===== src/rtl/domino_add_sequencer.sv =====
// rtl/domino_add_sequencer.sv - precharge/evaluate sequencer for the domino add/sub datapath
// Optional signed-overflow output RSP_OVF is enabled by defining SEQ_OVERFLOW_EN.
module domino_add_sequencer #(
    parameter int WIDTH       = 8,
    parameter int EVAL_CYCLES = 2
) (
    input  logic             clk,
    input  logic             rst,
    input  logic             req_valid,
    output logic             req_ready,
    input  logic [WIDTH-1:0] req_a,
    input  logic [WIDTH-1:0] req_b,
    input  logic             req_sub,
    output logic [WIDTH-1:0] dp_a,
    output logic [WIDTH-1:0] dp_b,
    output logic             dp_sub,
    output logic             dp_eval,
    input  logic [WIDTH-1:0] dp_sum,
    input  logic             dp_cout,
    output logic             rsp_valid,
    input  logic             rsp_ready,
    output logic [WIDTH-1:0] rsp_sum,
    output logic             rsp_cout,
`ifdef SEQ_OVERFLOW_EN
    output logic             rsp_ovf,
`endif
    output logic             busy
);

    localparam int CNT_W = $clog2(EVAL_CYCLES + 1);
    localparam logic [CNT_W-1:0] CNT_LAST = CNT_W'(EVAL_CYCLES - 1);

    typedef enum logic [1:0] {
        IDLE = 2'd0,
        PRE  = 2'd1,
        EVAL = 2'd2,
        RESP = 2'd3
    } state_t;

    state_t           state, state_n;
    logic [CNT_W-1:0] cnt, cnt_n;
    logic [WIDTH-1:0] dp_a_n, dp_b_n, rsp_sum_n;
    logic             dp_sub_n, dp_eval_n, rsp_valid_n, rsp_cout_n;
    logic             accept;
`ifdef SEQ_OVERFLOW_EN
    logic             rsp_ovf_n;
    logic             ovf_now;
`endif

    assign req_ready = (state == IDLE) || ((state == RESP) && rsp_ready);
    assign busy      = (state != IDLE);
    assign accept    = req_valid && req_ready;

`ifdef SEQ_OVERFLOW_EN
    // Signed overflow from the held operands and the settled sum MSB.
    assign ovf_now = dp_sub ? ((dp_a[WIDTH-1] != dp_b[WIDTH-1]) && (dp_sum[WIDTH-1] != dp_a[WIDTH-1]))
                            : ((dp_a[WIDTH-1] == dp_b[WIDTH-1]) && (dp_sum[WIDTH-1] != dp_a[WIDTH-1]));
`endif

    always_comb begin
        state_n     = state;
        cnt_n       = cnt;
        dp_a_n      = dp_a;
        dp_b_n      = dp_b;
        dp_sub_n    = dp_sub;
        dp_eval_n   = dp_eval;
        rsp_valid_n = rsp_valid;
        rsp_sum_n   = rsp_sum;
        rsp_cout_n  = rsp_cout;
`ifdef SEQ_OVERFLOW_EN
        rsp_ovf_n   = rsp_ovf;
`endif
        case (state)
            IDLE: begin
                if (req_valid) begin
                    state_n = PRE;
                end
            end
            PRE: begin
                state_n   = EVAL;
                cnt_n     = '0;
                dp_eval_n = 1'b1;
            end
            EVAL: begin
                if (cnt == CNT_LAST) begin
                    state_n     = RESP;
                    dp_eval_n   = 1'b0;
                    rsp_valid_n = 1'b1;
                    rsp_sum_n   = dp_sum;
                    rsp_cout_n  = dp_cout;
`ifdef SEQ_OVERFLOW_EN
                    rsp_ovf_n   = ovf_now;
`endif
                end else begin
                    cnt_n = cnt + CNT_W'(1);
                end
            end
            RESP: begin
                if (rsp_ready) begin
                    rsp_valid_n = 1'b0;
                    state_n     = req_valid ? PRE : IDLE;
                end
            end
            default: state_n = IDLE;
        endcase
        // Operands only move on acceptance so the carry chain sees stable inputs.
        if (accept) begin
            dp_a_n   = req_a;
            dp_b_n   = req_b;
            dp_sub_n = req_sub;
        end
    end

    always_ff @(posedge clk) begin
        if (rst) begin
            state     <= IDLE;
            cnt       <= '0;
            dp_a      <= '0;
            dp_b      <= '0;
            dp_sub    <= 1'b0;
            dp_eval   <= 1'b0;
            rsp_valid <= 1'b0;
            rsp_sum   <= '0;
            rsp_cout  <= 1'b0;
`ifdef SEQ_OVERFLOW_EN
            rsp_ovf   <= 1'b0;
`endif
        end else begin
            state     <= state_n;
            cnt       <= cnt_n;
            dp_a      <= dp_a_n;
            dp_b      <= dp_b_n;
            dp_sub    <= dp_sub_n;
            dp_eval   <= dp_eval_n;
            rsp_valid <= rsp_valid_n;
            rsp_sum   <= rsp_sum_n;
            rsp_cout  <= rsp_cout_n;
`ifdef SEQ_OVERFLOW_EN
            rsp_ovf   <= rsp_ovf_n;
`endif
        end
    end

endmodule


===== config.mk =====
export PLATFORM = sky130hd
export DESIGN_NAME = domino_add_sequencer
export DESIGN_NICKNAME = d
export VERILOG_FILES = /design/src/rtl/domino_add_sequencer.sv
export SDC_FILE = /design/constraint.sdc
export NUM_CORES = 1
export LEC_CHECK = 0
export ABC_AREA = 1
export ABC_CLOCK_PERIOD_IN_PS = 2500
export BUFFER_PORTS_ARGS = -buffer_cell sky130_fd_sc_hd__buf_2
export CAP_MARGIN = 40
export CORE_MARGIN = 5
export CORE_UTILIZATION = 40
export DETAILED_ROUTE_END_ITERATION = 8
export GPL_TIMING_DRIVEN = 0
export HOLD_SLACK_MARGIN = 0.12
export PLACE_DENSITY = 0.68
export SYNTH_ARGS = -nofsm -noshare
export SYNTH_HDL_FRONTEND = slang
export SYNTH_SLANG_ARGS = --single-unit

===== constraint.sdc =====
create_clock -name clk -period 2.5 [get_ports clk]
set_input_delay 0.5 -clock clk [delete_from_list [all_inputs] [get_ports clk]]
set_output_delay 0.5 -clock clk [all_outputs]
set_load 0.01 [all_outputs]

# Yosys cells after proc, flatten, opt, wreduce, memory -nomap -nowiden
# Cells that the tools add are included.
dict set report op_classes {
  n_eq_ne 8
  addsub 1
  muxes 12
  n_reduce_logical 12
}
# operator count
set op_table {}
lappend op_table {{$mux W2} 4}
lappend op_table {{$ne A2 B2 Y1 const B} 4}
lappend op_table {{$pmux W2 S4} 1}
lappend op_table {{$reduce_and A2 Y1} 3}
lappend op_table {{$reduce_and A3 Y1} 2}
lappend op_table {{$reduce_bool A2 Y1} 3}
lappend op_table {{$eq A2 B1 Y1 const B} 2}
lappend op_table {{$eq A2 B2 Y1 const B} 2}
lappend op_table {{$mux W1} 4}
lappend op_table {{$pmux W1 S2} 2}
lappend op_table {{$pmux W2 S2} 1}
lappend op_table {{$add A2 B1 Y2 const B} 1}
lappend op_table {{$logic_and A1 B1 Y1} 2}
lappend op_table {{$logic_not A2 Y1} 1}
lappend op_table {{$logic_or A1 B1 Y1} 1}
dict set report totals {
  elab_cells 42
  output_inout_bits 30
  in_bits 30
  register_bits 32
}

# Logic depth before layout (Yosys ltp)
dict set report logic_depth {
  ltp_word 4
  ltp_mapped 8
  mapped_depth_nobuf 8
}

# Worst setup path after synthesis
# OpenSTA, ideal clock, no wires.
dict set report synth_path {
  path_kind {reg2out}
  start {register state[0]}
  end {output port req_ready}
  arrival_ns 1.068
  n_path_buf 1
  setup_slack_ns 0.932
  t_required_ns 2.000
  stages_incl_launch_ff 6
  path_cell_list {dfxtp_1 inv_1 ha_1 inv_1 o21ai_4 buf_6}
}
dict set report synth_between {
  elab_chain_len 3
  word_cells_on_any_way 4
  classes_between {eq/ne (1); reduce/logical (3)}
}
# item line
set synth_rtl {}
lappend synth_rtl {{start: declaration} 40} ;# state_t state, state_n;
lappend synth_rtl {{start signal: assignment} 129} ;# state <= state_n;
lappend synth_rtl {{$eq A2 B2 Y1} 50} ;# assign req_ready = (state == IDLE) || ((state == RESP) && rsp_ready);
lappend synth_rtl {{$logic_and A1 B1 Y1} 50}
lappend synth_rtl {{$logic_or A1 B1 Y1 (*)} 50}
lappend synth_rtl {{end: declaration} 10} ;# output logic req_ready,
# Mark *: on every way between the ends. The rest lies on a longest branch, timed or not.

# Final worst setup path
dict set report layout_path {
  start {register state[1]}
  end {output port req_ready}
}
# Same word-level chain as after synthesis.

==> reports/summary.txt <==
Status - finished clean
Post-cts sizing count - 0
HP Class - input port to flip-flop
Setup CP Type - flip-flop to primary output
Antenna cells - 0
Worst EP arrival - 1.63 ns
R2R Setup Slk - 1.05 ns
Total Routing Usage GR - 0.1421
Relative slew slack - 0.7341
Startpoint Class - flip-flop
Antenna violations before repair - 0
Yosys warns - 0
Tot Pwr - 1.852 mW
Final wirelength - 3343 um
R2r startpoint - state[0]$_SDFFE_PP0P_
#FFs+latches synth - 32
Depth of the worst hold-timing path - 2
Clk pin slew, worst setup/hold paths - 0.10 ns
VDD IR max - 0.4434 mV
Critical path required time - 2.00 ns
Initial drt markers - 86
FF-to-FF End - rsp_sum[1]$_SDFFE_PP0P_
Post-DP Area - 1798 um^2
# DRC - 0
Final instance area - 1874 um^2
Root Driver - clkbuf_4
Int Pwr - 1.162 mW
Syn avg cell area - 7.144 um^2
Slowest CP cell - dfxtp_1
Most common cell after layout, fill and taps aside - buf_2
CTS tree - yes
Total CTS buffers - 5
Vias per cell - 4.533
NetSw - 690.9 uW
CTS sink cnt - 32
Worst hold slack - 0.3769 ns
Cell row count - 21
Most frequent cells in the layout - buf_2, nor2_1, nand2_1
Post-Syn Instances - 203
Worst path max stage delay - 0.41 ns
Hold_buf cts - 0
Total Neg Setup Slack - 0 ns
Clock Tree Buf Depth - 2
Pleak - 1.018 nW
Setup Fix Bufs, Post-CTS - 0
RSZ-0062 raised after global routing - no
Detailed Place HPWL - 2543 um
Count of input and output buffers - 58
Net count, final - 304
Remaining antenna violation count - 0
Crit path buf inv count - 3
Max-slew violation count - 0
Crit path max fanout - 10
Die X - 70.21 um
Initial DRT Pass Iterations - 4
Synth cell types - 17
Fill cell count - 374
# IOs - 60
Maximum number of pins on one net before global-route repair - 11
Global-route wire length before repair - 5761 um
Final setup vio count - 0
Share of layout cells above drive strength 1 - 0.2788
Peak Freq - 468.6 MHz
Seq/Total Area, Yosys - 0.4418
WL per Instance - 10.61 um
Flop pwr share - 0.372
Comb power frac - 0.417
CP Launch Point - state[1]$_SDFFE_PP0P_
Post-route minimum period - 2.134 ns
Max_cap viols - 0
FF-to-FF path depth - 6
Worst Hold Launch - rst
Die Ht - 70.21 um
Top Family by Delay on Critical Path - flip-flops
Area Overhead vs Synth - 29.25%
Skew final - 0.004381 ns
Syn Std Cell Area - 1450 um^2
Worst path cell trace - ha_1 -> inv_2 -> o21ai_4 -> buf_6 -> buf_2
Gp weighted congestion - 0.7974
Vias - 1,428
WHS Endpoint - state[0]$_SDFFE_PP0P_
Worst Max-Slew Pin Slew - 0.3989 ns
Die area - 4929 um^2
Post-layout util - 0.5487
Vias in the first global route - 1,279
Fin crit share - 0.8537
CP endpoint kind - primary output
Initial Util - 0.4245
Sw frac - 0.3729
Clk_lat worst skew - 0.33 ns
Clock share of power - 0.211
Hold Fails Final Rpt - 0
Syn nets - 239
GR Overflow Total - 0
Core Region - 3416 um^2
Pwr per Cell Area - 988.4 nW/um^2
Max H-tree Level - 2
==> state kept, by name, indices dropped and copies added, names as in the netlist <==
name	cells
dp_eval	1
cnt	2
rsp_sum	8
rsp_valid	1
dp_sub	1
dp_a	8
dp_b	8
state	2
rsp_cout	1
==> synthesized netlist by cell type <==
cell      instances  area share
nor2_1           36       0.093
o21ai_4           1       0.011
nand2_1          33       0.085
buf_6             3       0.023
dfxtp_1          32        0.44
nand3_1          21       0.072
clkbuf_1          2      0.0052
o22ai_1           1      0.0043
inv_1            27       0.070
ha_1              6       0.052
buf_4             1      0.0052
a21oi_1          22       0.076
buf_2             4       0.014
and2_1            1      0.0043
o21ai_0          10       0.035
inv_2             1      0.0026
clkinv_1          2      0.0052
==> kinds of logic (layout without fill, tap and decap cells) <==
family / after synthesis / after routing / synth area share
DFF: 32 / 32 / 0.4418
buffers and inverters: 40 / 106 / 0.1251
and+or+nand+nor: 91 / 91 / 0.2554
adders and majority gates: 6 / 6 / 0.05177
AOI/OAI and AO/OA: 34 / 34 / 0.1260
==> power groups by stage <==
stage	clock network, mW	logic (mW)	registers [mW]
global placement	0	0.775	0.699
detailed placement	0	0.783	0.699
floorplan	0	0.503	0.741
CTS	0.398	0.786	0.689
global route	0.423	0.878	0.703
finish	0.390	0.773	0.689
==> worst max path at each step <==
stage                      to  slack (ns)  cells past startpoint
finish              req_ready        0.37                      5
global route        req_ready        0.23                      5
CTS                 req_ready        0.34                      5
detailed placement  req_ready        0.72                      5
global placement    req_ready        0.71                      5
floorplan           req_ready        0.93                      5
==> final cells by class <==
| class | instances | area [um^2] | area share |
|---|---|---|---|
| clock buffer | 6 | 41.29 | 0.02203 |
| multi-input combinational | 131 | 628.1 | 0.3351 |
| timing repair buffer | 58 | 290.3 | 0.1549 |
| clock inverter | 2 | 35.03 | 0.01869 |
| sequential | 32 | 640.6 | 0.3418 |
| buffer | 10 | 68.82 | 0.03672 |
| tap | 46 | 57.56 | 0.03071 |
| inverter | 30 | 112.6 | 0.06008 |
==> through the flow <==
step / setup WS, ns / instances
after floorplan: 0.9321 / 203
after global placement: 0.7115 / 307
after detailed placement: 0.7230 / 307
after CTS: 0.3365 / 315
after global routing: 0.2329 / 315
final: 0.3658 / 315
==> routing by layer <==
| layer | part of all wire | GRT usage |
|---|---|---|
| met5 | 0 | 0 |
| met4 | 0.0093 | 0.04468 |
| met3 | 0.072 | 0.04878 |
| met2 | 0.45 | 0.2350 |
| met1 | 0.46 | 0.1730 |
Power figures use the tool's default switching activity.
